===== src/rtl/mult_div_unit.sv =====
// Iterative MULT/MULTU/DIV/DIVU unit with architectural HI/LO registers.
// 33-cycle latency from the Start edge to Hi/Lo; Start and MTHI/MTLO are ignored while Busy.
module mult_div_unit #(
  parameter int WIDTH = 32
) (
  input  logic             Clock,
  input  logic             Reset,
  input  logic             Start,
  input  logic [1:0]       Op,
  input  logic [WIDTH-1:0] Operand_A,
  input  logic [WIDTH-1:0] Operand_B,
  input  logic             Write_Hi,
  input  logic             Write_Lo,
  input  logic [WIDTH-1:0] Write_Data,
  output logic             Busy,
  output logic             Done,
  output logic             Div_By_Zero,
  output logic [WIDTH-1:0] Hi,
  output logic [WIDTH-1:0] Lo
);

  localparam int CW = $clog2(WIDTH);

  typedef enum logic [1:0] {IDLE, RUN, FINISH} state_t;

  state_t             state, state_nxt;
  logic [CW-1:0]      count;
  logic               is_div, sign_a, sign_b, div_zero;
  logic [WIDTH-1:0]   orig_a, oper;
  logic [2*WIDTH-1:0] acc;

  // Operand preparation at Start: Op[0]=0 selects the signed variants
  logic             a_neg, b_neg;
  logic [WIDTH-1:0] abs_a, abs_b;

  always_comb begin
    a_neg = ~Op[0] & Operand_A[WIDTH-1];
    b_neg = ~Op[0] & Operand_B[WIDTH-1];
    abs_a = a_neg ? -Operand_A : Operand_A;
    abs_b = b_neg ? -Operand_B : Operand_B;
  end

  // One iteration of each algorithm; acc holds {hi, lo} or {remainder, quotient}
  logic [WIDTH:0]     mul_sum, div_shift, div_diff;
  logic               div_ok;
  logic [2*WIDTH-1:0] acc_mul_nxt, acc_div_nxt;

  always_comb begin
    mul_sum     = {1'b0, acc[2*WIDTH-1:WIDTH]} + (acc[0] ? {1'b0, oper} : '0);
    acc_mul_nxt = {mul_sum, acc[WIDTH-1:1]};
    div_shift   = {acc[2*WIDTH-1:WIDTH], acc[WIDTH-1]};
    div_diff    = div_shift - {1'b0, oper};
    div_ok      = ~div_diff[WIDTH];
    acc_div_nxt = {(div_ok ? div_diff[WIDTH-1:0] : div_shift[WIDTH-1:0]),
                   acc[WIDTH-2:0], div_ok};
  end

  // Sign correction and the divide-by-zero override applied in FINISH
  logic [2*WIDTH-1:0] prod_fix;
  logic [WIDTH-1:0]   res_hi, res_lo;

  always_comb begin
    prod_fix = (sign_a ^ sign_b) ? -acc : acc;
    res_hi   = prod_fix[2*WIDTH-1:WIDTH];
    res_lo   = prod_fix[WIDTH-1:0];
    if (is_div) begin
      if (div_zero) begin
        res_hi = orig_a;
        res_lo = '1;
      end else begin
        res_hi = sign_a ? -acc[2*WIDTH-1:WIDTH] : acc[2*WIDTH-1:WIDTH];
        res_lo = (sign_a ^ sign_b) ? -acc[WIDTH-1:0] : acc[WIDTH-1:0];
      end
    end
  end

  always_ff @(posedge Clock) begin
    if (Reset) state <= IDLE;
    else       state <= state_nxt;
  end

  always_comb begin
    state_nxt = state;
    case (state)
      IDLE:    if (Start) state_nxt = RUN;
      RUN:     if (count == CW'(WIDTH-1)) state_nxt = FINISH;
      FINISH:  state_nxt = IDLE;
      default: state_nxt = IDLE;
    endcase
  end

  always_ff @(posedge Clock) begin
    if (Reset) begin
      Hi          <= '0;
      Lo          <= '0;
      Busy        <= 1'b0;
      Done        <= 1'b0;
      Div_By_Zero <= 1'b0;
      count       <= '0;
      is_div      <= 1'b0;
      sign_a      <= 1'b0;
      sign_b      <= 1'b0;
      div_zero    <= 1'b0;
      orig_a      <= '0;
      oper        <= '0;
      acc         <= '0;
    end else begin
      Done        <= 1'b0;
      Div_By_Zero <= 1'b0;
      case (state)
        IDLE: begin
          if (Start) begin
            is_div   <= Op[1];
            sign_a   <= a_neg;
            sign_b   <= b_neg;
            div_zero <= Op[1] & (Operand_B == '0);
            orig_a   <= Operand_A;
            oper     <= Op[1] ? abs_b : abs_a;
            acc      <= {{WIDTH{1'b0}}, (Op[1] ? abs_a : abs_b)};
            count    <= '0;
            Busy     <= 1'b1;
          end else begin
            if (Write_Hi) Hi <= Write_Data;
            if (Write_Lo) Lo <= Write_Data;
          end
        end
        RUN: begin
          acc   <= is_div ? acc_div_nxt : acc_mul_nxt;
          count <= count + 1'b1;
        end
        FINISH: begin
          Hi          <= res_hi;
          Lo          <= res_lo;
          Done        <= 1'b1;
          Div_By_Zero <= is_div & div_zero;
          Busy        <= 1'b0;
        end
        default: ;
      endcase
    end
  end

endmodule


===== config.mk =====
export PLATFORM = sky130hd
export DESIGN_NAME = mult_div_unit
export DESIGN_NICKNAME = d
export VERILOG_FILES = /design/src/rtl/mult_div_unit.sv
export SDC_FILE = /design/constraint.sdc
export NUM_CORES = 1
export LEC_CHECK = 0
export BUFFER_PORTS_ARGS = -buffer_cell sky130_fd_sc_hd__buf_2
export CAP_MARGIN = 20
export CORE_ASPECT_RATIO = 0.5
export CORE_MARGIN = 8
export CORE_UTILIZATION = 55
export CTS_CLUSTER_SIZE = 8
export DETAILED_ROUTE_END_ITERATION = 12
export PLACE_DENSITY_LB_ADDON = 0.12
export SYNTH_ARGS = -nofsm -noshare
export SYNTH_HDL_FRONTEND = slang
export SYNTH_SLANG_ARGS = --single-unit

===== constraint.sdc =====
create_clock -name Clock -period 3.2 [get_ports Clock]
set_input_delay 0.16 -clock Clock [delete_from_list [all_inputs] [get_ports Clock]]
set_output_delay 0.16 -clock Clock [all_outputs]
set_load 0.03 [all_outputs]

== Yosys cells after proc, flatten, opt, wreduce, memory -nomap -nowiden ==
Index checks and enable logic that the tools add are counted.

* Multiplexer cells: 30
* Equality and inequality tests: 8
* Add/subtract/negate cells: 8
* Reduce and logical (&&, ||, !) cells: 11
* Bitwise operators: 8

{| class="wikitable"
|+ Operators with widths
! cell !! count
|-
| $mux W32 || 16
|-
| $mux W64 || 3
|-
| $neg A32 Y32 || 4
|-
| $pmux W32 S2 || 2
|-
| $pmux W64 S2 || 1
|-
| $neg A64 Y64 || 1
|-
| $add A32 B32 Y33 || 1
|-
| $sub A33 B32 Y33 || 1
|-
| $logic_not A32 Y1 || 1
|-
| $ne A2 B2 Y1 const B || 5
|-
| $pmux W5 S2 || 1
|-
| $reduce_and A2 Y1 || 4
|-
| $reduce_and A3 Y1 || 2
|-
| $add A5 B1 Y5 const B || 1
|-
| $eq A5 B5 Y1 const B || 1
|-
| $mux W5 || 1
|-
| $and A1 B1 Y1 || 4
|-
| $mux W2 || 2
|-
| $pmux W2 S2 || 1
|-
| $reduce_bool A2 Y1 || 2
|-
| $not A1 Y1 || 3
|-
| $eq A2 B1 Y1 const B || 1
|-
| $eq A2 B2 Y1 const B || 1
|-
| $logic_not A2 Y1 || 1
|-
| 4 further kinds || 5
|}

* Register bits: 206
* Output and inout port bits: 67
* Input port bits: 103
* Word-level logic and storage cells: 79

== Longest topological paths before layout ==
* Depth after elaboration: 6
* Mapped depth: 14
* Gate-level depth less buffers: 13

== Worst setup path after synthesis ==
No wires, ideal clock.

* Path type: reg2reg
* Start point: register acc[0]
* End point: register acc[63]
* Setup slack: -0.037 ns
* Period minus slack after synthesis: 3.237 ns
* Data required time: 3.061 ns
* Arrival time: 3.098 ns
* Buffers on the path: 1
* Library setup time: 0.139 ns
* Cell stages (with the launch flop): 14
* Cell sequence: dfxtp_1 > inv_1 > clkbuf_1 > nor2_1 > ha_1 > a21o_1 > or4_1 > o2111ai_1 > nand3b_1 > a31o_2 > a221oi_1 > o21ai_0 > a32oi_1 > a32oi_1

* Word-level cells in the longest chain between the ends: 4

{| class="wikitable"
|+ RTL lines
! what !! line !! text
|-
| start: declaration || 30 || <nowiki>logic [2*WIDTH-1:0] acc;</nowiki>
|-
| start signal: assignment || 119 || <nowiki>acc <= {{WIDTH{1'b0}}, (Op[1] ? abs_a : abs_b)};</nowiki>
|-
| start signal: assignment || 128 || <nowiki>acc <= is_div ? acc_div_nxt : acc_mul_nxt;</nowiki>
|-
| $mux W32 || 49 || <nowiki>mul_sum = {1'b0, acc[2*WIDTH-1:WIDTH]} + (acc[0] ? {1'b0, oper} : '0);</nowiki>
|-
| $add A32 B32 Y33 || 49 ||
|-
| $mux W64 || 128 ||
|-
| $pmux W64 S2 || 110 || <nowiki>case (state)</nowiki>
|}

No other way between the ends.
A chain may end at the register's enable or synchronous reset.

== Final worst setup path ==
* Start point: register acc[33]
* End point: register Hi[10]

* Word-level cells in the longest chain between the ends: 5
* Elaborated cells on any way between the ends: 7
* Those cells by class: add/sub (2); mux (5)

{| class="wikitable"
|+ RTL lines
! what !! line !! text
|-
| $neg A32 Y32 || 71 || <nowiki>res_hi = sign_a ? -acc[2*WIDTH-1:WIDTH] : acc[2*WIDTH-1:WIDTH];</nowiki>
|-
| $mux W32 || 71 ||
|-
| $mux W32 || 67 || <nowiki>if (div_zero) begin</nowiki>
|-
| $mux W32 * || 66 || <nowiki>if (is_div) begin</nowiki>
|-
| $pmux W32 S2 * || 110 ||
|-
| end signal: assignment || 123 || <nowiki>if (Write_Hi) Hi <= Write_Data;</nowiki>
|-
| end signal: assignment || 132 || <nowiki>Hi <= res_hi;</nowiki>
|-
| end: declaration || 18 || <nowiki>output logic [WIDTH-1:0] Hi,</nowiki>
|}

Every way passes the cells marked *; elsewhere a longest branch is shown, timed or not.

==> impl_metrics.tcl <==
set metrics [dict create \
    dp_worst_setup_slack_ns -0.0189 \
    diodes 0 \
    dp_hpwl_um 54700 \
    path_cells "inv_2 > ha_2 > or3b_1 > or4_1 > or3_4 > nand2_1 > xor2_1 > o21ai_0 > a32oi_1 > o31ai_1 > o221a_2" \
    maxCapViolCount 0 \
    synth_top_area_share_pct 24.6 \
    finalSetupViolations 0 \
    ys_types 85 \
    yosysTopAreaCell "dfxtp_1" \
    synth_top_cells_by_count "285 x nand2_1, 244 x a21oi_1, 217 x nor2_1" \
    first_global_vias 17409 \
    grt-ovfl-total 0 \
    synth_edf_count 0 \
    hold_violations 0 \
    gp_congestion 1.04 \
    area_delta_synth_final_pct 22.0 \
    post-route-period-util_pct 97.8 \
    fin_util_pct 67.7 \
    final_antenna_net_count 0 \
    status "finished clean" \
    portBuffers 169 \
    drive_above_1_share_pct 18.8 \
    critical_path_required_ns 3.67 \
    nFillCells 2687 \
    slowest_delay_ns 0.54 \
    synth.most_common_cell "nand2_1" \
    start_kind "flip-flop" \
    antenna_found_initial 2 \
    cts-root-buf "clkbuf_16" \
    cts.sinks 206 \
    critPathSlowestCell "or4_1" \
    grt_usage_pct 36.4 \
    grt_max_degree 77 \
    drt_iter0_drc 2710 \
    placed_cell_area_sq_mm 0.0189 \
    pin_count 170 \
    grt_pass1_wl_um 105000 \
    finClkSkew_ns 0.0201 \
    num_rows 45 \
    die_h_um 139 \
    wl_um 70700 \
    seq_area_frac_synth_pct 24.6 \
    syn_nets 2458 \
    vias_per_cell 6.47 \
    die_x_um 263 \
    ys_seq_elements 206 \
    tightest_slew_ns 1.17 \
    dieArea_sq_mm 0.0366 \
    synth_cells 2283 \
    post-route-min-period_ns 3.13 \
    fin_setup_tns_ns 0 \
    ys.flop_type "dfxtp_1" \
    tritoncts "yes" \
    maxClockFrequency_mhz 320 \
    numCtsBuffers 29 \
    drv_slew 0 \
    vias 19135 \
    initial_core_util_pct 55.5 \
    synth_area_leaders "dfxtp_1 25%, a21oi_1 7.3%, nand2_1 6.4%" \
    path_class "reg2reg" \
    fin_nets 2732 \
    critPathBufInv 1 \
    synthArstFlopShare_pct 0 \
    clock_latency_ns 0.59 \
    dr.pass1.iters 5 \
    fp.coreArea_sq_mm 0.0302 \
    worst_slack_ns 0.0701 \
    cts_max_path_buffers 3 \
    slew_headroom_pct 21.5 \
    worst_hold_slack_ns 0.0164 \
    arrival_ns 3.60 \
    drc_errors 0 \
    hold_class "in2reg" \
    critical_path.top_delay_family "simple AND/OR/NAND/NOR gates" \
    critical_path.max_fanout 6 \
    critPathCaptureType "flip-flop" \
    ir_worst_vdd_v 0.000368 \
    synth_area_per_cell_sq_um 7.34 \
    p_per_area_mw_per_mm2 426 \
    yosys_warnings 0 \
    wl_per_cell_um 23.9 \
    cts-htree-levels 1 \
    final_area_sq_mm 0.0204 \
    path_clk_slew_ns 0.07 \
    p_leak_nw 8.52 \
    syn_area_sq_mm 0.0168 \
]
[cells by family (layout without fill, tap and decap cells)]
logic type | count (synthesis) | in the layout | synth area share, %
compound gates | 762 | 762 | 29.7
simple gates | 752 | 752 | 21.2
buf+inv | 245 | 521 | 5.67
flops | 206 | 206 | 24.6
xor+xnor | 186 | 186 | 9.72
fa+ha+maj | 72 | 72 | 5.47
mux | 60 | 60 | 3.64
[state kept, by name, summed over array words and instances, names as in the netlist]
name,cells
Div_By_Zero,1
state,2
sign_b,1
oper,32
orig_a,32
sign_a,1
Busy,1
Lo,32
Hi,32
acc,64
count,5
div_zero,1
Done,1
is_div,1
[cell type report]
type / count / area [sq um] / area share (%)
Tap cell: 399 / 499 / 2.44
Timing Repair Buffer: 416 / 2920 / 14.3
Inverter: 72 / 270 / 1.32
Clock inverter: 1 / 20.0 / 0.0979
Multi-Input combinational cell: 1832 / 11900 / 58.0
Clock buffer: 32 / 737 / 3.60
Sequential cell: 206 / 4130 / 20.2
[power breakdown]
group	total (mW)	internal, mW	switching (mW)
Sequential	2.87	2.73	0.137
Clock	2.82	1.60	1.22
Combinational	3.02	1.17	1.85
Total	8.71	5.50	3.21
[what timing repair did]
item / 4_1_cts / 5_1_grt
endpoints found under the hold margin: 50 / 0
buffers inserted: 1 / 9
resized for setup: 4 / 38
pin swaps: 2 / 13
setup endpoints to repair: 7 / 44
hold buffers: 48 / 0
cloned: 1 / 0
[final timing paths]
path / startpoint / end / slack, ns / depth (start not counted)
hold reg to reg: Lo[5] / Lo[5] / 0.45 / 2
setup reg to reg: acc[33] / Hi[10] / 0.07 / 11
setup / recovery: acc[33] / Hi[10] / 0.07 / 11
hold / removal: Write_Data[22] / Hi[22] / 0.02 / 3
[per-stage QoR]
step,std cells,total power [mW]
final,2958,8.71
after global placement,2866,5.66
after global routing,2958,9.01
after CTS,2949,8.52
after detailed placement,2866,5.68
after floorplan,2283,4.64
[per-layer routing]
layer  share of wire [%]  vias up  track usage, %
met5               0.052        -               0
met4                 4.6        4            14.8
met3                  14      186            12.0
met2                  41     1191            53.3
met1                  41     8923            48.7
li1                    -     8831               -
[placed cells by master, fill, tap and decap left out, types with 9 or more instances in the layout]
master / count
xnor2_1: 103
a311oi_1: 17
a21oi_1: 242
o22ai_1: 11
o211ai_1: 48
o221ai_1: 36
o21ai_1: 13
ha_1: 68
nor3_1: 38
mux2i_1: 55
a31oi_1: 18
nor2b_1: 18
buf_2: 168
nor2_1: 212
a221o_1: 10
a211oi_1: 70
nor4_1: 14
o21ai_0: 114
nand4_1: 10
buf_4: 192
clkbuf_16: 29
a22oi_1: 14
inv_1: 69
or4_1: 10
or3_1: 17
o21a_1: 9
nand2b_1: 17
nand3_1: 30
and2_1: 12
or2_2: 10
xor2_1: 81
nand2_1: 285
o31ai_1: 35
o41ai_1: 14
a221oi_1: 9
a21o_1: 30
and3_1: 19
dlygate4sd3_1: 48
dfxtp_1: 203
[tightest hold or removal path: cells and delay by family]
family	cells	cell delay (ns)
simple gates	1	0.16
buf+inv	1	0.14
compound gates	1	0.08
Power figures use the tool's default switching activity.
